--- src/rtl/stack_pkg.sv ---
// Shared opcode/error encodings and the per-opcode depth table for the operand stack.
package stack_pkg;

    localparam int unsigned DEF_WIDTH = 8;
    localparam int unsigned DEF_DEPTH = 8;

    typedef enum logic [3:0] {
        OP_NOP  = 4'h0,
        OP_PUSH = 4'h1,
        OP_POP  = 4'h2,
        OP_DUP  = 4'h3,
        OP_SWAP = 4'h4,
        OP_OVER = 4'h5,
        OP_ADD  = 4'h6,
        OP_SUB  = 4'h7,
        OP_AND  = 4'h8,
        OP_OR   = 4'h9,
        OP_XOR  = 4'hA,
        OP_NOT  = 4'hB
    } op_t;

    typedef enum logic [1:0] {
        ERR_NONE      = 2'd0,
        ERR_UNDERFLOW = 2'd1,
        ERR_OVERFLOW  = 2'd2,
        ERR_ILLEGAL   = 2'd3
    } err_t;

    typedef enum logic {
        ST_RUN  = 1'b0,
        ST_HALT = 1'b1
    } run_state_t;

    // Minimum depth each opcode needs; illegal slots are don't-care (0).
    localparam logic [1:0] OP_NEED [16] = '{
        2'd0, 2'd0, 2'd1, 2'd1, 2'd2, 2'd2, 2'd2, 2'd2,
        2'd2, 2'd2, 2'd2, 2'd1, 2'd0, 2'd0, 2'd0, 2'd0
    };

    // Depth change of each opcode when it executes.
    localparam logic signed [1:0] OP_NET [16] = '{
        2'sd0, 2'sd1, -2'sd1, 2'sd1, 2'sd0, 2'sd1, -2'sd1, -2'sd1,
        -2'sd1, -2'sd1, -2'sd1, 2'sd0, 2'sd0, 2'sd0, 2'sd0, 2'sd0
    };

    function automatic logic op_legal(input logic [3:0] op);
        return (op <= 4'hB);
    endfunction

endpackage

--- src/rtl/stack_core_alu.sv ---
// Combinational ALU for the stack: computes N op T and the carry/borrow for ADD/SUB.
module stack_alu
    import stack_pkg::*;
#(
    parameter int WIDTH = DEF_WIDTH
) (
    input  logic [3:0]       op,
    input  logic [WIDTH-1:0] n,
    input  logic [WIDTH-1:0] t,
    output logic [WIDTH-1:0] result,
    output logic             carry_out,
    output logic             writes_carry
);

    logic [WIDTH:0] sum_s;
    logic [WIDTH:0] diff_s;

    // Extended add/sub so the top bit is the carry (ADD) or borrow (SUB)
    always_comb begin
        sum_s  = {1'b0, n} + {1'b0, t};
        diff_s = {1'b0, n} - {1'b0, t};
    end

    // Operation select
    always_comb begin
        result       = t;
        carry_out    = 1'b0;
        writes_carry = 1'b0;
        case (op)
            OP_ADD: begin
                result       = sum_s[WIDTH-1:0];
                carry_out    = sum_s[WIDTH];
                writes_carry = 1'b1;
            end
            OP_SUB: begin
                result       = diff_s[WIDTH-1:0];
                carry_out    = diff_s[WIDTH];
                writes_carry = 1'b1;
            end
            OP_AND:  result = n & t;
            OP_OR:   result = n | t;
            OP_XOR:  result = n ^ t;
            OP_NOT:  result = ~t;
            default: result = t;
        endcase
    end

endmodule

--- src/rtl/stack_core.sv ---
// Operand stack: register-array storage with a depth pointer, single-cycle ops,
// and a sticky error that halts acceptance until clear_err.
module stack_core
    import stack_pkg::*;
#(
    parameter int WIDTH = DEF_WIDTH,
    parameter int DEPTH = DEF_DEPTH,
    parameter int DW    = $clog2(DEPTH + 1)
) (
    input  logic             clock,
    input  logic             reset,
    input  logic             op_valid,
    output logic             op_ready,
    input  logic [3:0]       op_code,
    input  logic [WIDTH-1:0] op_imm,
    input  logic             clear_err,
    output logic [WIDTH-1:0] top_data,
    output logic [WIDTH-1:0] next_data,
    output logic [DW-1:0]    depth,
    output logic             empty,
    output logic             full,
    output logic             carry,
    output logic             err,
    output logic [1:0]       err_code
);

    localparam int PW = $clog2(DEPTH);
    localparam logic [DW-1:0] ONE_D     = {{(DW-1){1'b0}}, 1'b1};
    localparam logic [DW-1:0] TWO_D     = ONE_D + ONE_D;
    localparam logic [DW-1:0] DEPTH_MAX = DW'(DEPTH);

    logic [WIDTH-1:0] stack_r [DEPTH];
    logic [DW-1:0]    depth_r;
    logic             carry_r;
    run_state_t       state_r;
    run_state_t       state_nxt_s;
    err_t             err_code_r;
    err_t             err_code_nxt_s;

    logic [PW-1:0]    top_idx_s;
    logic [PW-1:0]    next_idx_s;
    logic [PW-1:0]    push_idx_s;
    logic [WIDTH-1:0] top_s;
    logic [WIDTH-1:0] next_s;
    logic             empty_s;
    logic             full_s;
    logic [1:0]       need_s;
    logic signed [1:0] net_s;
    logic             fire_s;
    logic             exec_s;
    err_t             fault_s;
    logic [DW-1:0]    depth_nxt_s;
    logic [WIDTH-1:0] alu_result_s;
    logic             alu_carry_s;
    logic             alu_writes_carry_s;

    // Read ports; entries at or above depth are masked to zero
    always_comb begin
        top_idx_s  = PW'(depth_r - ONE_D);
        next_idx_s = PW'(depth_r - TWO_D);
        push_idx_s = PW'(depth_r);
        empty_s    = (depth_r == {DW{1'b0}});
        full_s     = (depth_r == DEPTH_MAX);
        if (!empty_s) begin
            top_s = stack_r[top_idx_s];
        end else begin
            top_s = {WIDTH{1'b0}};
        end
        if (depth_r >= TWO_D) begin
            next_s = stack_r[next_idx_s];
        end else begin
            next_s = {WIDTH{1'b0}};
        end
    end

    // Operation legality check; priority illegal > underflow > overflow
    always_comb begin
        need_s  = OP_NEED[op_code];
        net_s   = OP_NET[op_code];
        fire_s  = op_valid && (state_r == ST_RUN);
        fault_s = ERR_NONE;
        if (!op_legal(op_code)) begin
            fault_s = ERR_ILLEGAL;
        end else if (depth_r < {{(DW-2){1'b0}}, need_s}) begin
            fault_s = ERR_UNDERFLOW;
        end else if ((net_s == 2'sd1) && full_s) begin
            fault_s = ERR_OVERFLOW;
        end else begin
            fault_s = ERR_NONE;
        end
        exec_s = fire_s && (fault_s == ERR_NONE);
        if (net_s == 2'sd1) begin
            depth_nxt_s = depth_r + ONE_D;
        end else if (net_s == -2'sd1) begin
            depth_nxt_s = depth_r - ONE_D;
        end else begin
            depth_nxt_s = depth_r;
        end
    end

    stack_alu #(.WIDTH(WIDTH)) u_alu (
        .op           (op_code),
        .n            (next_s),
        .t            (top_s),
        .result       (alu_result_s),
        .carry_out    (alu_carry_s),
        .writes_carry (alu_writes_carry_s)
    );

    // Stack storage, depth pointer and carry flag
    always_ff @(posedge clock) begin
        if (reset) begin
            for (int i = 0; i < DEPTH; i++) begin
                stack_r[i] <= {WIDTH{1'b0}};
            end
            depth_r <= {DW{1'b0}};
            carry_r <= 1'b0;
        end else if (exec_s) begin
            depth_r <= depth_nxt_s;
            if (alu_writes_carry_s) begin
                carry_r <= alu_carry_s;
            end
            case (op_code)
                OP_PUSH: stack_r[push_idx_s] <= op_imm;
                OP_DUP:  stack_r[push_idx_s] <= top_s;
                OP_OVER: stack_r[push_idx_s] <= next_s;
                OP_SWAP: begin
                    stack_r[top_idx_s]  <= next_s;
                    stack_r[next_idx_s] <= top_s;
                end
                OP_ADD, OP_SUB, OP_AND, OP_OR, OP_XOR:
                    stack_r[next_idx_s] <= alu_result_s;
                OP_NOT:  stack_r[top_idx_s] <= alu_result_s;
                default: ;
            endcase
        end
    end

    // Run/halt state and latched error cause
    always_ff @(posedge clock) begin
        if (reset) begin
            state_r    <= ST_RUN;
            err_code_r <= ERR_NONE;
        end else begin
            state_r    <= state_nxt_s;
            err_code_r <= err_code_nxt_s;
        end
    end

    // Halt on a faulting op; resume on clear_err with the stack intact
    always_comb begin
        state_nxt_s    = state_r;
        err_code_nxt_s = err_code_r;
        case (state_r)
            ST_RUN: begin
                if (fire_s && (fault_s != ERR_NONE)) begin
                    state_nxt_s    = ST_HALT;
                    err_code_nxt_s = fault_s;
                end else begin
                    state_nxt_s    = ST_RUN;
                    err_code_nxt_s = err_code_r;
                end
            end
            ST_HALT: begin
                if (clear_err) begin
                    state_nxt_s    = ST_RUN;
                    err_code_nxt_s = ERR_NONE;
                end else begin
                    state_nxt_s    = ST_HALT;
                    err_code_nxt_s = err_code_r;
                end
            end
            default: begin
                state_nxt_s    = ST_RUN;
                err_code_nxt_s = ERR_NONE;
            end
        endcase
    end

    assign err       = (state_r == ST_HALT);
    assign op_ready  = !err;
    assign err_code  = err_code_r;
    assign top_data  = top_s;
    assign next_data = next_s;
    assign depth     = depth_r;
    assign empty     = empty_s;
    assign full      = full_s;
    assign carry     = carry_r;

endmodule

--- config.mk ---
export PLATFORM = sky130hd
export DESIGN_NAME = stack_core
export DESIGN_NICKNAME = d
export VERILOG_FILES = /design/src/rtl/stack_pkg.sv /design/src/rtl/stack_core_alu.sv /design/src/rtl/stack_core.sv
export SDC_FILE = /design/constraint.sdc
export NUM_CORES = 1
export LEC_CHECK = 0
export BUFFER_PORTS_ARGS = -buffer_cell sky130_fd_sc_hd__clkbuf_2
export CORE_ASPECT_RATIO = 0.7
export CORE_MARGIN = 8
export CORE_UTILIZATION = 60
export CTS_BUF_LIST = sky130_fd_sc_hd__clkbuf_4 sky130_fd_sc_hd__clkbuf_8
export DETAILED_ROUTE_END_ITERATION = 6
export GPL_ROUTABILITY_DRIVEN = 0
export GPL_TIMING_DRIVEN = 0
export PLACE_DENSITY = 0.89
export REMOVE_ABC_BUFFERS = 1
export SETUP_SLACK_MARGIN = 0.15
export SYNTH_ARGS = -nofsm -noshare
export SYNTH_HDL_FRONTEND = slang
export SYNTH_SLANG_ARGS = --single-unit
--- constraint.sdc ---
create_clock -name clock -period 7 [get_ports clock]
set_input_delay 0.7 -clock clock [delete_from_list [all_inputs] [get_ports clock]]
set_output_delay 0.7 -clock clock [all_outputs]
set_load 0.005 [all_outputs]
==> flow_metrics.env <==
export IMPL_outcome="complete, no violations"
export IMPL_grt_pass1_wl_microns=28300
export IMPL_ys_flop_type="edfxtp_1"
export IMPL_period_share=0.925
export IMPL_clockBufferDepth=2
export IMPL_synth_area_per_cell_sq_um=10.2
export IMPL_maxSlewViolCount=0
export IMPL_synth_top_area_share=0.320
export IMPL_tritoncts="yes"
export IMPL_syn_area_sq_um=6000
export IMPL_ir_drop_v=0.000189
export IMPL_viasPerCell=7.65
export IMPL_ys_seq_area_frac=0.347
export IMPL_num_rows=30
export IMPL_ys_types=78
export IMPL_die_h_microns=99.7
export IMPL_synth_edf_count=64
export IMPL_r2r_cells=12
export IMPL_synth_most_common_cell="edfxtp_1"
export IMPL_clkTransAtPathRegs_ns=0.07
export IMPL_numCtsBuffers=9
export IMPL_hold_class="reg2reg"
export IMPL_cts_root_buf="clkbuf_8"
export IMPL_setup_viol=0
export IMPL_worst_setup_path_start_kind="register"
export IMPL_yosysTopAreaCell="edfxtp_1"
export IMPL_place_ws_ns=-0.0304
export IMPL_num_fill_cells=729
export IMPL_cp_arrival_ns=6.56
export IMPL_area_growth_pct=7.05
export IMPL_slew_headroom=0.316
export IMPL_ant_nets=0
export IMPL_grt_overflow_total=0
export IMPL_first_iter_violations=1087
export IMPL_setup_worst_path_end="stack_r[4][6]$_DFFE_PP_"
export IMPL_intPower_mw=0.923
export IMPL_combPwrFrac=0.496
export IMPL_synth_seq_cells=72
export IMPL_tns_ns=0
export IMPL_worst_slew_pin_slew_ns=1.02
export IMPL_p_leak_nw=2.27
export IMPL_final_core_util=0.661
export IMPL_whs_path_depth=2
export IMPL_totalWireLength_microns=18400
export IMPL_period_needed_ns=6.47
export IMPL_dpl_cell_count=731
export IMPL_clockPowerShare=0.180
export IMPL_placedInstanceArea_sq_um=6260
export IMPL_ys_warnings_count=0
export IMPL_critPathRequiredTime_ns=7.09
export IMPL_p_seq_frac=0.324
export IMPL_skew_ns=0.0104
export IMPL_layout_drive_gt1_share=0.189
export IMPL_cts_max_level=3
export IMPL_insertion_delay_ns=0.36
export IMPL_worstSetupEndpointType="register"
export IMPL_dieArea_sq_um=13500
export IMPL_crit_start="depth[1]$_SDFFE_PP0P_"
export IMPL_post_cts_buffers=0
export IMPL_drt_pass1_iterations=6
export IMPL_wl_per_cell_microns=24.7
export IMPL_dp_hpwl_microns=13500
export IMPL_antenna_found_initial=0
export IMPL_clock_fmax_ghz=0.155
export IMPL_async_flop_share=0
export IMPL_fin_nets=666
export IMPL_switching_share=0.428
export IMPL_synth_top_cells_by_count="edfxtp_1 (64), o22ai_1 (63), nor2_1 (44)"
export IMPL_core_area_sq_um=9720
export IMPL_finalInstanceArea_sq_um=6420
export IMPL_diodes=0
export IMPL_grt_use_total=0.271
export IMPL_r2r_end="stack_r[4][6]$_DFFE_PP_"
export IMPL_layout_cells_non_filler=746
export IMPL_grt_max_degree=33
export IMPL_io_buffers=42
export IMPL_route_detailed_drc=0
export IMPL_r2r_start="depth[1]$_SDFFE_PP0P_"
export IMPL_synth_area_leaders="edfxtp_1 (32%), mux4_2 (11%), ha_1 (7.1%), o22ai_1 (6.6%), nor2_1 (2.8%)"
export IMPL_vias=5706
export IMPL_grt_pass1_vias=5322
export IMPL_crit_type="reg2reg"
export IMPL_setup_slack_ns=0.528
export IMPL_cp_max_fo=27
export IMPL_rsz0062_at_grt="false"
export IMPL_io_pins=43
export IMPL_die_w_microns=136
export IMPL_initial_core_util=0.617
export IMPL_max_cap_viol_count=0
export IMPL_cts_sinks=72
export IMPL_finalHoldViolCount=0
export IMPL_powerDensity_nw_per_um2=251
export IMPL_syn_inst=589
export IMPL_reg2reg_slack_ns=0.53
export IMPL_power_switching_mw=0.690
==> routing by layer <==
| metal | vias to the layer above | wire length [microns] | GRT usage |
|---|---|---|---|
| met3 | 66 | 2840 | 0.0952 |
| li1 | 2381 | - | - |
| met5 | - | 0 | 0 |
| met2 | 540 | 8060 | 0.397 |
| met1 | 2719 | 7070 | 0.363 |
| met4 | 0 | 467 | 0.0901 |
==> stage by stage <==
step	hold WS (ns)	power, mW
floorplan	0.475	1.07
global placement	0.484	1.26
detailed placement	0.499	1.30
CTS	0.508	1.59
global route	0.527	1.68
finish	0.511	1.61
==> worst min path at each step <==
| stage | from | endpoint | slack [ns] |
|---|---|---|---|
| after global placement | err_code[0]$_SDFFE_PP0P_ | err_code[0]$_SDFFE_PP0P_ | 0.48 |
| after global routing | carry$_SDFFE_PP0P_ | carry$_SDFFE_PP0P_ | 0.53 |
| final | err_code[1]$_SDFFE_PP0P_ | err_code[1]$_SDFFE_PP0P_ | 0.51 |
| after floorplan | err_code[0]$_SDFFE_PP0P_ | err_code[0]$_SDFFE_PP0P_ | 0.47 |
| after CTS | carry$_SDFFE_PP0P_ | carry$_SDFFE_PP0P_ | 0.51 |
| after detailed placement | carry$_SDFFE_PP0P_ | carry$_SDFFE_PP0P_ | 0.50 |
==> sequential cells by signal (all words and copies together), names as in the netlist <==
register	count
stack_r	64
depth	4
err_code	2
carry	1
err	1
==> cell families after synthesis <==
kind of cell,share of synthesized area
flip-flops,0.347
multiplexers,0.145
XOR/XNOR,0.00730
AND/OR/NAND/NOR,0.168
adder cells (fa/ha/maj),0.0776
buffers and inverters,0.0452
AO/OA/AOI/OAI,0.210
==> cell type report <==
cell class / instances / area [sq um] / area share
Clock buffer: 9 / 124 / 0.0193
Timing Repair Buffer: 43 / 230 / 0.0358
Inverter: 35 / 131 / 0.0205
Sequential cell: 72 / 2080 / 0.325
Multi-Input combinational cell: 453 / 3660 / 0.569
Clock inverter: 6 / 37.5 / 0.00584
Tap cell: 128 / 160 / 0.0249
==> critical path: stages, from the launching register on <==
cell and delay (ns):
dfxtp_2 0.80, inv_1 0.26, ha_2 0.79, mux4_2 0.41, a22oi_1 0.64, inv_1 0.28, fa_1 0.52, or2_2 0.30
a221oi_1 0.58, mux2_2 0.40, nor4b_1 0.54, a311o_1 0.51, o22ai_1 0.16
==> power by group through the flow <==
stage          sequential (mW)  clock (mW)  combinational, mW
5_1_grt                  0.527       0.303              0.855
2_1_floorplan            0.529           0              0.545
4_1_cts                  0.522       0.291              0.774
6_report                 0.523       0.290              0.800
3_5_place_dp             0.532           0              0.770
3_3_place_gp             0.539           0              0.725
==> layout by cell type (no fill, tap or decap), drive strengths merged, types with 8 or more instances in the layout <==
cell and instances:
nor2 44, o21ai 17, nor2b 11, nand3 13, a21oi 35, mux4 32
dfxtp 8, nand2b 11, nand3b 9, nor3 13, edfxtp 64, mux2i 13
o32ai 9, clkbuf 51, nand2 45, o211ai 8, ha 34, inv 34
o22ai 63
==> what timing repair did <==
item                       CTS  global route
gates cloned                 0             0
pin swaps                    0             0
hold buffers                 0             0
setup endpoints to repair    8             6
gates resized for setup      1             1
Power figures use the tool's default switching activity.
